## src/rtl/pc_seq_pkg.sv

```systemverilog
// ============================================================================
// Module      : pc_seq_pkg
// Description : Shared types and widths for the program-counter sequencer.
// Revision    : 1.0 - initial release
// ============================================================================
`default_nettype none

package pc_seq_pkg;

    localparam int PC_W    = 8;
    localparam int INSTR_W = 9;
    localparam int CNT_W   = 16;

    typedef enum logic [2:0] {
        OP_NEXT = 3'd0,
        OP_PREV = 3'd1,
        OP_JF   = 3'd2,
        OP_JB   = 3'd3,
        OP_JZF  = 3'd4,
        OP_JZB  = 3'd5,
        OP_JNZF = 3'd6,
        OP_JNZB = 3'd7
    } exec_op_t;

    typedef enum logic [2:0] {
        IDLE  = 3'd0,
        FETCH = 3'd1,
        EXEC  = 3'd2,
        HALT  = 3'd3,
        FAULT = 3'd4
    } state_t;

endpackage

`default_nettype wire

```

## src/rtl/pc_next_calc.sv

```systemverilog
// ============================================================================
// Module      : pc_next_calc
// Description : Combinational next-PC computation (step / branch, mod 256).
// Revision    : 1.0 - initial release
// ============================================================================
`default_nettype none

module pc_next_calc
    import pc_seq_pkg::*;
(
    input  logic [PC_W-1:0] pc_i,
    input  exec_op_t        op_i,
    input  logic [3:0]      v_i,
    input  logic            zero_i,
    output logic [PC_W-1:0] next_pc_o
);

    logic [PC_W-1:0] w_dist;
    logic [PC_W-1:0] w_step;
    logic            w_back;

    assign w_dist = {3'b000, v_i, 1'b0};

    // Every op reduces to a magnitude and a direction; untaken branches fall back to +1.
    always_comb begin
        w_step = 8'd1;
        w_back = 1'b0;
        case (op_i)
            OP_NEXT: begin w_step = 8'd1;  w_back = 1'b0; end
            OP_PREV: begin w_step = 8'd1;  w_back = 1'b1; end
            OP_JF:   begin w_step = w_dist; w_back = 1'b0; end
            OP_JB:   begin w_step = w_dist; w_back = 1'b1; end
            OP_JZF:  begin w_step = zero_i ? w_dist : 8'd1; w_back = 1'b0;   end
            OP_JZB:  begin w_step = zero_i ? w_dist : 8'd1; w_back = zero_i; end
            OP_JNZF: begin w_step = zero_i ? 8'd1 : w_dist; w_back = 1'b0;    end
            OP_JNZB: begin w_step = zero_i ? 8'd1 : w_dist; w_back = !zero_i; end
            default: begin w_step = 8'd1;  w_back = 1'b0; end
        endcase
    end

    assign next_pc_o = w_back ? (pc_i - w_step) : (pc_i + w_step);

endmodule

`default_nettype wire

```

## src/rtl/pc_sequencer.sv

```systemverilog
// ============================================================================
// Module      : pc_sequencer
// Description : Program counter owner: fetch over req/ack, hold instruction,
//               apply next-PC requests, fetch timeout and halt handling.
// Revision    : 1.0 - initial release
// ============================================================================
`default_nettype none

module pc_sequencer
    import pc_seq_pkg::*;
#(
    parameter logic [PC_W-1:0] RESET_PC = 8'h00,
    parameter int              TIMEOUT  = 15
) (
    input  logic               clk,
    input  logic               rst_n,
    input  logic               start,
    output logic               imem_req,
    output logic [PC_W-1:0]    imem_addr,
    input  logic               imem_ack,
    input  logic [INSTR_W-1:0] imem_data,
    output logic [INSTR_W-1:0] instr,
    output logic               instr_valid,
    input  logic               exec_done,
    input  logic [2:0]         exec_op,
    input  logic [3:0]         exec_off,
    input  logic               exec_zero,
    input  logic               halt_req,
    output logic [PC_W-1:0]    pc,
    output logic [CNT_W-1:0]   retired,
    output logic               halted,
    output logic               fault
);

    localparam int            TO_W    = $clog2(TIMEOUT + 1);
    localparam logic [TO_W-1:0] TO_LAST = TO_W'(TIMEOUT - 1);

    state_t               state_q,   state_d;
    logic [PC_W-1:0]      pc_q,      pc_d;
    logic [INSTR_W-1:0]   instr_q,   instr_d;
    logic [CNT_W-1:0]     retired_q, retired_d;
    logic [TO_W-1:0]      tmo_q,     tmo_d;
    logic [PC_W-1:0]      w_next_pc;

    pc_next_calc u_next (
        .pc_i      (pc_q),
        .op_i      (exec_op_t'(exec_op)),
        .v_i       (exec_off),
        .zero_i    (exec_zero),
        .next_pc_o (w_next_pc)
    );

    always_comb begin
        state_d   = state_q;
        pc_d      = pc_q;
        instr_d   = instr_q;
        retired_d = retired_q;
        tmo_d     = tmo_q;
        case (state_q)
            IDLE: begin
                if (start) state_d = FETCH;
            end
            FETCH: begin
                // An ack on the last allowed cycle still beats the timeout.
                if (imem_ack) begin
                    instr_d = imem_data;
                    tmo_d   = '0;
                    state_d = EXEC;
                end else if (tmo_q == TO_LAST) begin
                    state_d = FAULT;
                end else begin
                    tmo_d = tmo_q + 1'b1;
                end
            end
            EXEC: begin
                if (exec_done) begin
                    pc_d      = w_next_pc;
                    retired_d = retired_q + 16'd1;
                    state_d   = halt_req ? HALT : FETCH;
                end
            end
            HALT:    state_d = HALT;
            FAULT:   state_d = FAULT;
            default: state_d = IDLE;
        endcase
    end

    always_ff @(posedge clk) begin
        if (!rst_n) begin
            state_q   <= IDLE;
            pc_q      <= RESET_PC;
            instr_q   <= '0;
            retired_q <= '0;
            tmo_q     <= '0;
        end else begin
            state_q   <= state_d;
            pc_q      <= pc_d;
            instr_q   <= instr_d;
            retired_q <= retired_d;
            tmo_q     <= tmo_d;
        end
    end

    assign imem_req    = (state_q == FETCH);
    assign imem_addr   = pc_q;
    assign instr       = instr_q;
    assign instr_valid = (state_q == EXEC);
    assign pc          = pc_q;
    assign retired     = retired_q;
    assign halted      = (state_q == HALT);
    assign fault       = (state_q == FAULT);

endmodule

`default_nettype wire

```

## config.mk

```make
export PLATFORM = sky130hd
export DESIGN_NAME = pc_sequencer
export DESIGN_NICKNAME = d
export VERILOG_FILES = /design/src/rtl/pc_seq_pkg.sv /design/src/rtl/pc_next_calc.sv /design/src/rtl/pc_sequencer.sv
export SDC_FILE = /design/constraint.sdc
export NUM_CORES = 1
export LEC_CHECK = 0
export BUFFER_PORTS_ARGS = -buffer_cell sky130_fd_sc_hd__buf_2
export CAP_MARGIN = 30
export CORE_MARGIN = 2
export CORE_UTILIZATION = 41
export DETAILED_ROUTE_END_ITERATION = 16
export GPL_TIMING_DRIVEN = 0
export PLACE_DENSITY = 0.63
export SLEW_MARGIN = 5
export SYNTH_ARGS = -nofsm -noshare
export SYNTH_HDL_FRONTEND = slang
export SYNTH_SLANG_ARGS = --single-unit
```

## constraint.sdc

```tcl
create_clock -name clk -period 5.98 [get_ports clk]
set_input_delay 0.598 -clock clk [delete_from_list [all_inputs] [get_ports clk]]
set_output_delay 0.598 -clock clk [all_outputs]
set_load 0.02 [all_outputs]
```

==> run summary, run 1 <==
### Synth
• most repeated cell in the gate-level netlist after synthesis: nand2_1
• Synth area leader: dfxtp_1
• count of flip-flops with a built-in enable after synthesis: 0
• share of the synthesized area in compound gates (AO/OA/AOI/OAI): 0.1643
• number of unique standard cell types used by synthesis: 48
• cell types occupying the most area after synthesis: dfxtp_1 (34%), nand2_1 (7.0%), ha_1 (5.8%)
• cell count after synthesis: 278
• Post-synth top flop: dfxtp_1
• XOR/XNOR Fraction of Synth Area: 0.07026
• arithmetic-cell share of the synthesized area counting full adders, half adders and majority gates: 0.06656
• largest family of logic cells by synthesized area: simple AND/OR/NAND/NOR gates
• fraction of registers with async set/reset: 0
• post-synthesis area per instance: 8.520 um2
• post-synthesis sequential element count: 40
• area fraction of the dominant cell type after synthesis: 0.3381
• share of synthesized area spent on multiplexers: 0.03011
• simple-gate portion of the synthesized area: 0.2599
• syn_nets: 313
• Syn Std Cell Area: 2369 um2
• most instantiated cells after synthesis: nand2_1 (44), dfxtp_1 (40), o21ai_0 (19)
• Synth Warn #: 0
• portion of the post-synthesis area used by sequential elements: 0.3381

### Drt
• drt total wl: 4923 um
• number of detailed-route iterations in the first pass: 4
• number of violations reported at the end of detailed-routing iteration 0: 44
• remaining routing DRC violations: 0
• wire length per cell: 11.64 um
• vias after detailed routing: 2097
• Final ANT Viol Nets: 0
• Via-to-Cell Ratio: 4.957

### Final layout
• nets: 386
• proportion of layout cells with a drive suffix above 1: 0.2707
• signed area change from the synthesized netlist to the final layout: 21.18%
• cell area after layout: 2870 um2
• final non-filler cell total: 423
• # diodes: 0

### Clock network
• CTS Sinks: 40
• count of H-tree levels built during CTS: 2
• buffer depth of the longest clock path: 2
• number of buffers created by CTS: 5
• clock slew at reported path FFs: 0.08 ns
• TritonCTS clock tree: yes
• post-cts sizing count: 0
• later-pin clock latency in the skew report: 0.29 ns
• buffers inserted by post-CTS timing repair: 0
• number of buffers added to fix hold violations after cts: 0
• Clock Root Buffer: clkbuf_8

### GRT
• vias in the first global route: 1785
• global-route total usage across every layer: 0.1609
• first-pass GRT wire length: 8162 um
• grt ovf: 0
• number of antenna violations at the first check in global routing: 0
• largest net degree at the start of global routing: 13

### Setup path
• category of the critical setup timing path: in2reg
• R2R depth: 9
• crit path launch type: input pin
• critical path endpoint category: flop
• Register-to-Register Setup Slack: 4.10 ns
• Reg2Reg Capture Point: imem_addr[6]
• peak fanout along the critical path: 8
• Worst Path Required: 6.16 ns
• arrival time reported for the critical path endpoint: 3.65 ns
• startpoint of the worst-slack reg-to-reg timing path: imem_addr[0]

### Min path
• origin of the worst min-delay path: instr[5]
• number of instances on the worst hold path: 2
• worst min-delay path class: reg2reg
• hold-critical path endpoint: instr[5]

### Placement
• Cells after DPL: 416
• Placer Congestion: 0.8189
• port buffer count: 66
• Area after DPL: 2789 um2
• DP Wirelength: 3795 um

### Timing
• unrepaired setup endpoints after global routing: false
• TNS Setup: 0 ns
• headroom to the max-slew limit: 0.6753
• Slew Viols, Final: 0
• hold_ws: 0.4647 ns
• maximum achievable frequency: 287.8 MHz
• transition time of the tightest slew-check pin: 0.4836 ns
• Final Skew: 0.01127 ns
• Final Hold Viols: 0
• final critical-path required period: 3.474 ns
• Final setup viols: 0
• final period utilization: 0.5810

### Floorplanning
• die height: 80.01 um
• die outline area: 6401 um2
• area of the placeable core: 5540 um2
• number of cell rows: 27
• initial cell density of the core: 0.4275
• die extent in x: 80.01 um
• top-level port count: 68

### Power and ir drop
• overall power: 560.2 uW
• Worst IR Drop VDD: 114.0 uV
• leakage power: 0.001352 uW
• Pwr per Cell Area: 195.2 nW/um2

### Run
• number of maximum-capacitance constraint violations: 0

### Outcome
• result of the run: finished, final reports clean

stage by stage:
step,setup WS (ns),utilization
global route,2.110,0.5181
finish,2.506,0.5181
floorplan,2.673,-
detailed placement,2.171,0.5034
CTS,2.481,0.5181
global placement,2.234,0.5034
power breakdown:
part / switching [uW] / internal, uW
logic: 63.8 / 47.4
registers: 5.27 / 272
clock network: 92.4 / 79.0
how the worst max path moves through the flow:
stage | from | endpoint | slack (ns)
after CTS | exec_op[1] | imem_addr[6] | 2.48
final | exec_op[1] | imem_addr[6] | 2.51
after detailed placement | exec_op[1] | imem_addr[6] | 2.17
after floorplan | exec_op[1] | imem_addr[6] | 2.67
after global routing | exec_op[1] | imem_addr[6] | 2.11
after global placement | exec_op[1] | imem_addr[6] | 2.23
kinds of logic after synthesis:
kind of cell / count (synthesis)
buffers and inverters: 31
AOI/OAI and AO/OA: 60
muxes: 7
and+or+nand+nor: 109
adders and majority gates: 12
DFF: 40
xor gates and xnor gates: 19
layer usage:
metal	vias up	GRT usage	share of wire
met5	-	0	0
met4	0	0.05593	0.013
met3	9	0.03507	0.052
met2	47	0.2450	0.43
met1	944	0.2231	0.51
li1	1097	-	-
flip-flops by register name (all words and copies together), names as in the netlist:
| name | flops |
|---|---|
| tmo_q | 4 |
| imem_addr | 8 |
| instr | 9 |
| state_q | 3 |
| retired | 16 |
placed cells by master, fill, tap and decap left out, drive strengths merged, types with 5 or more instances in the layout:
cell,synthesis,final
nor3,5,5
buf,13,79
and2,13,13
nor2,7,7
ha,11,11
a21boi,15,15
nor2b,8,8
nand3,6,6
nor3b,5,5
inv,13,13
a21oi,7,7
mux2i,6,6
dfxtp,40,40
nand2,44,44
clkbuf,5,10
or3,5,5
xor2,7,7
o21ai,21,21
xnor2,12,12
critical path, stage by stage:
cell,delay [ns]
buf_2,0.15
inv_1,0.09
xnor2_1,0.43
inv_1,0.19
ha_1,0.32
nor2_1,0.16
a31oi_1,0.05
a32o_1,0.27
a21oi_1,0.14
ha_1,0.29
nor2b_1,0.14
o21ai_0,0.19
nand2b_1,0.12
a31oi_1,0.21
xor2_1,0.18
o22ai_1,0.11
cell type report:
| type | instances | area (um2) |
|---|---|---|
| plain buffers | 18 | 118.9 |
| clock buffers | 5 | 68.82 |
| clock inverters | 2 | 12.51 |
| fillers | 568 | 2670 |
| inverters | 13 | 48.80 |
| multi-input cells | 207 | 1400 |
| flip-flops and latches | 40 | 800.8 |
| well taps | 72 | 90.09 |
| repair buffers | 66 | 330.3 |
Note: power is estimated with default switching activity, not from simulation.
==> run 2, diff against run 1 <==
--- a/config.mk
+++ b/config.mk
@@ -5,6 +5,7 @@
 export SDC_FILE = /design/constraint.sdc
 export NUM_CORES = 1
 export LEC_CHECK = 0
+export ABC_AREA = 1
 export BUFFER_PORTS_ARGS = -buffer_cell sky130_fd_sc_hd__buf_2
 export CAP_MARGIN = 30
 export CORE_MARGIN = 2
==> constraint.sdc (replaced) <==
create_clock -name clk -period 3.48 [get_ports clk]
set_input_delay 0.348 -clock clk [delete_from_list [all_inputs] [get_ports clk]]
set_output_delay 0.348 -clock clk [all_outputs]
set_load 0.02 [all_outputs]
==> run summary, run 2 <==
### Clock network
• number of buffers added to fix hold violations after cts: 0, unchanged
• buffers inserted by post-CTS timing repair: 0, unchanged
• clock slew at reported path FFs: 0.08 ns, about the same
• TritonCTS clock tree: yes
• post-cts sizing count: 0, unchanged
• buffer depth of the longest clock path: 2, unchanged
• count of H-tree levels built during CTS: 2, unchanged
• number of buffers created by CTS: 5, unchanged
• CTS Sinks: 40, unchanged
• later-pin clock latency in the skew report: 0.30 ns, about the same
• Clock Root Buffer: clkbuf_8

### Synth
• syn_nets: 385, +23%
• post-synthesis sequential element count: 40, unchanged
• count of flip-flops with a built-in enable after synthesis: 0, unchanged
• Synth area leader: dfxtp_1
• Synth Warn #: 0, unchanged
• area fraction of the dominant cell type after synthesis: 0.3351, -0.003009
• fraction of registers with async set/reset: 0, unchanged
• post-synthesis area per instance: 6.828 um2, -20%
• portion of the post-synthesis area used by sequential elements: 0.3351, -0.003009
• Syn Std Cell Area: 2390 um2, +0.90%
• number of unique standard cell types used by synthesis: 33, -31%
• cell types occupying the most area after synthesis: dfxtp_1 (34%), nand2_1 (8.8%), nor2_1 (8.5%)
• most instantiated cells after synthesis: nand2_1 (56), nor2_1 (54), inv_1 (44)
• cell count after synthesis: 350, +26%
• Post-synth top flop: dfxtp_1
• most repeated cell in the gate-level netlist after synthesis: nand2_1

### Floorplanning
• die outline area: 6455 um2, +0.85%
• top-level port count: 68, unchanged
• initial cell density of the core: 0.4287, +0.001225
• number of cell rows: 27, unchanged
• die height: 80.35 um, +0.42%
• die extent in x: 80.35 um, +0.42%
• area of the placeable core: 5574 um2, +0.61%

### Timing
• maximum achievable frequency: 387.7 MHz
• unrepaired setup endpoints after global routing: false
• transition time of the tightest slew-check pin: 0.5125 ns, +0.02887 ns
• final critical-path required period: 2.579 ns
• headroom to the max-slew limit: 0.6584, -0.01693
• Final Skew: 0.004073 ns, -0.007192 ns
• final period utilization: 0.7412
• TNS Setup: 0 ns, unchanged
• Slew Viols, Final: 0, unchanged
• final worst slack: 0.9005 ns, -1.605 ns
• Final setup viols: 0, unchanged
• Final Hold Viols: 0, unchanged

### Drt
• wire length per cell: 11.08 um, -4.8%
• drt total wl: 5508 um, +12%
• remaining routing DRC violations: 0, unchanged
• Final ANT Viol Nets: 0, unchanged
• number of detailed-route iterations in the first pass: 4, unchanged
• number of violations reported at the end of detailed-routing iteration 0: 95, +120%
• vias after detailed routing: 2382, +14%
• Via-to-Cell Ratio: 4.793, -3.3%

### GRT
• grt ovf: 0, unchanged
• first-pass GRT wire length: 9149 um, +12%
• largest net degree at the start of global routing: 14, +1
• vias in the first global route: 2102, +18%
• global-route total usage across every layer: 0.1784, +0.01747
• number of antenna violations at the first check in global routing: 0, unchanged

### Run
• number of maximum-capacitance constraint violations: 0, unchanged

### Min path
• hold-critical path endpoint: instr[7]
• origin of the worst min-delay path: imem_data[7]
• number of instances on the worst hold path: 3, +1
• worst min-delay path class: in2reg

### Setup path
• most used cell along the critical path: nand2_1
• peak fanout along the critical path: 6, -2
• Reg2Reg Capture Point: imem_addr[6]
• Worst Path Required: 3.68 ns, -2.48 ns
• category of the critical setup timing path: in2reg
• R2R depth: 9, unchanged
• Buf+Inv Stages, Crit Path: 5, +2
• startpoint of the worst-slack reg-to-reg timing path: imem_addr[0]
• cells along the critical path: buf_2 -> nand3_1 -> nand2_1 -> nor2_1 -> inv_1 -> ha_1 -> or2_2 -> xnor2_1 -> inv_1 -> ha_1 -> a21oi_1 -> nand2_1 -> nand2_1 -> nand2_1 -> inv_1 -> nand3_1 -> nand3_1 -> nand2_1 -> inv_1 -> nor2_1
• highest-delay cell along the critical path: ha_1
• Register-to-Register Setup Slack: 1.74 ns, -2.36 ns
• CP max stage delay: 0.33 ns, -0.10 ns
• critical path endpoint category: flop
• arrival time reported for the critical path endpoint: 2.78 ns, -0.87 ns
• critical path's top delay family: simple AND/OR/NAND/NOR gates
• crit path launch type: input pin

### Final layout
• final non-filler cell total: 497, +17%
• signed area change from the synthesized netlist to the final layout: 21.88%
• flip-flop count of the largest register after layout: 16, unchanged
• nets: 459, +19%
• # diodes: 0, unchanged
• fillers: 571, +0.53%
• most common library cell in the layout ignoring fill and taps: buf_2
• top library cells by usage in the layout, fill and taps aside: buf_2 (69), nand2_1 (56), nor2_1 (54), inv_1 (44), dfxtp_1 (40)
• proportion of layout cells with a drive suffix above 1: 0.2353, -0.03536
• cell area after layout: 2913 um2, +1.5%

### Placement
• port buffer count: 67, +1.5%
• Cells after DPL: 489, +18%
• Area after DPL: 2815 um2, +0.94%
• Placer Congestion: 0.8525, +4.1%
• worst slack, placed: 0.5824 ns, -1.589 ns
• DP Wirelength: 4219 um, +11%

### Power and ir drop
• leakage power: 0.001455 uW, +7.6%
• Worst IR Drop VDD: 369.1 uV, +220%
• Pwr per Cell Area: 534.6 nW/um2, +170%

### Outcome
• result of the run: finished, final reports clean

run 2: changes by cell type in the layout (fill, tap and decap cells not counted), moves of 6 or more:
cell | before | now
a21oi_1 | 7 | 29
nor3_1 | 2 | 8
o21ai_0 | 19 | 26
a21boi_0 | 15 | 0
nand2_1 | 44 | 56
and2_1 | 13 | 0
nand3_1 | 6 | 18
nor2b_1 | 8 | 0
inv_1 | 13 | 44
mux2i_1 | 6 | 0
nor2_1 | 7 | 54
run 2: worst max-delay path by stage:
stage	startpoint	to	slack, ns	depth (start not counted)
6_report	exec_op[1]	imem_addr[7]	0.90	20
2_1_floorplan	exec_op[1]	imem_addr[7]	0.94	19
3_3_place_gp	exec_op[1]	imem_addr[7]	0.59	20
5_1_grt	exec_op[1]	imem_addr[7]	0.55	20
4_1_cts	exec_op[1]	imem_addr[7]	0.90	20
3_5_place_dp	exec_op[1]	imem_addr[7]	0.58	20
run 2: cell type report:
class	instances	area (um2)	share of cell area
well taps	72	90.09	0.03093
multi-input cells	246	1315	0.4515
repair buffers	67	335.3	0.1151
flip-flops and latches	40	800.8	0.2749
plain buffers	14	85.08	0.02921
clock buffers	6	82.58	0.02835
clock inverters	2	15.01	0.005155
inverters	50	188.9	0.06486
run 2: stage by stage:
stage          power (uW)  hold WS (ns)  utilization
2_1_floorplan        1058        0.4712            -
3_3_place_gp         1225        0.4763       0.5051
3_5_place_dp         1233        0.4723       0.5051
4_1_cts              1572        0.2641       0.5226
5_1_grt              1671        0.2762       0.5226
6_report             1557        0.2722       0.5226
run 2: routing by layer:
layer  vias up  share of wire  track usage
met4         0          0.012      0.05593
met1      1056           0.49       0.2334
li1       1263              -            -
met5         -              0            0
met2        56           0.45       0.2950
met3         7          0.049      0.03483
run 2: cell families after synthesis:
| logic type | after synthesis | synth area share |
|---|---|---|
| adders and majority gates | 12 | 0.06597 |
| DFF | 40 | 0.3351 |
| buffers and inverters | 64 | 0.1147 |
| xor gates and xnor gates | 14 | 0.05131 |
| AOI/OAI and AO/OA | 62 | 0.1346 |
| and+or+nand+nor | 158 | 0.2984 |
run 2: tightest hold or removal path: cells and delay by family:
family	cells	cell delay (ns)
buffers and inverters	1	0.07
AND/OR/NAND/NOR	2	0.11
run 2: where the power goes:
group / internal, uW / switching (uW) / leakage [uW]
registers: 523 / 58.2 / 0.000324
logic: 233 / 410 / 0.00109
clock network: 161 / 172 / 0.0000434
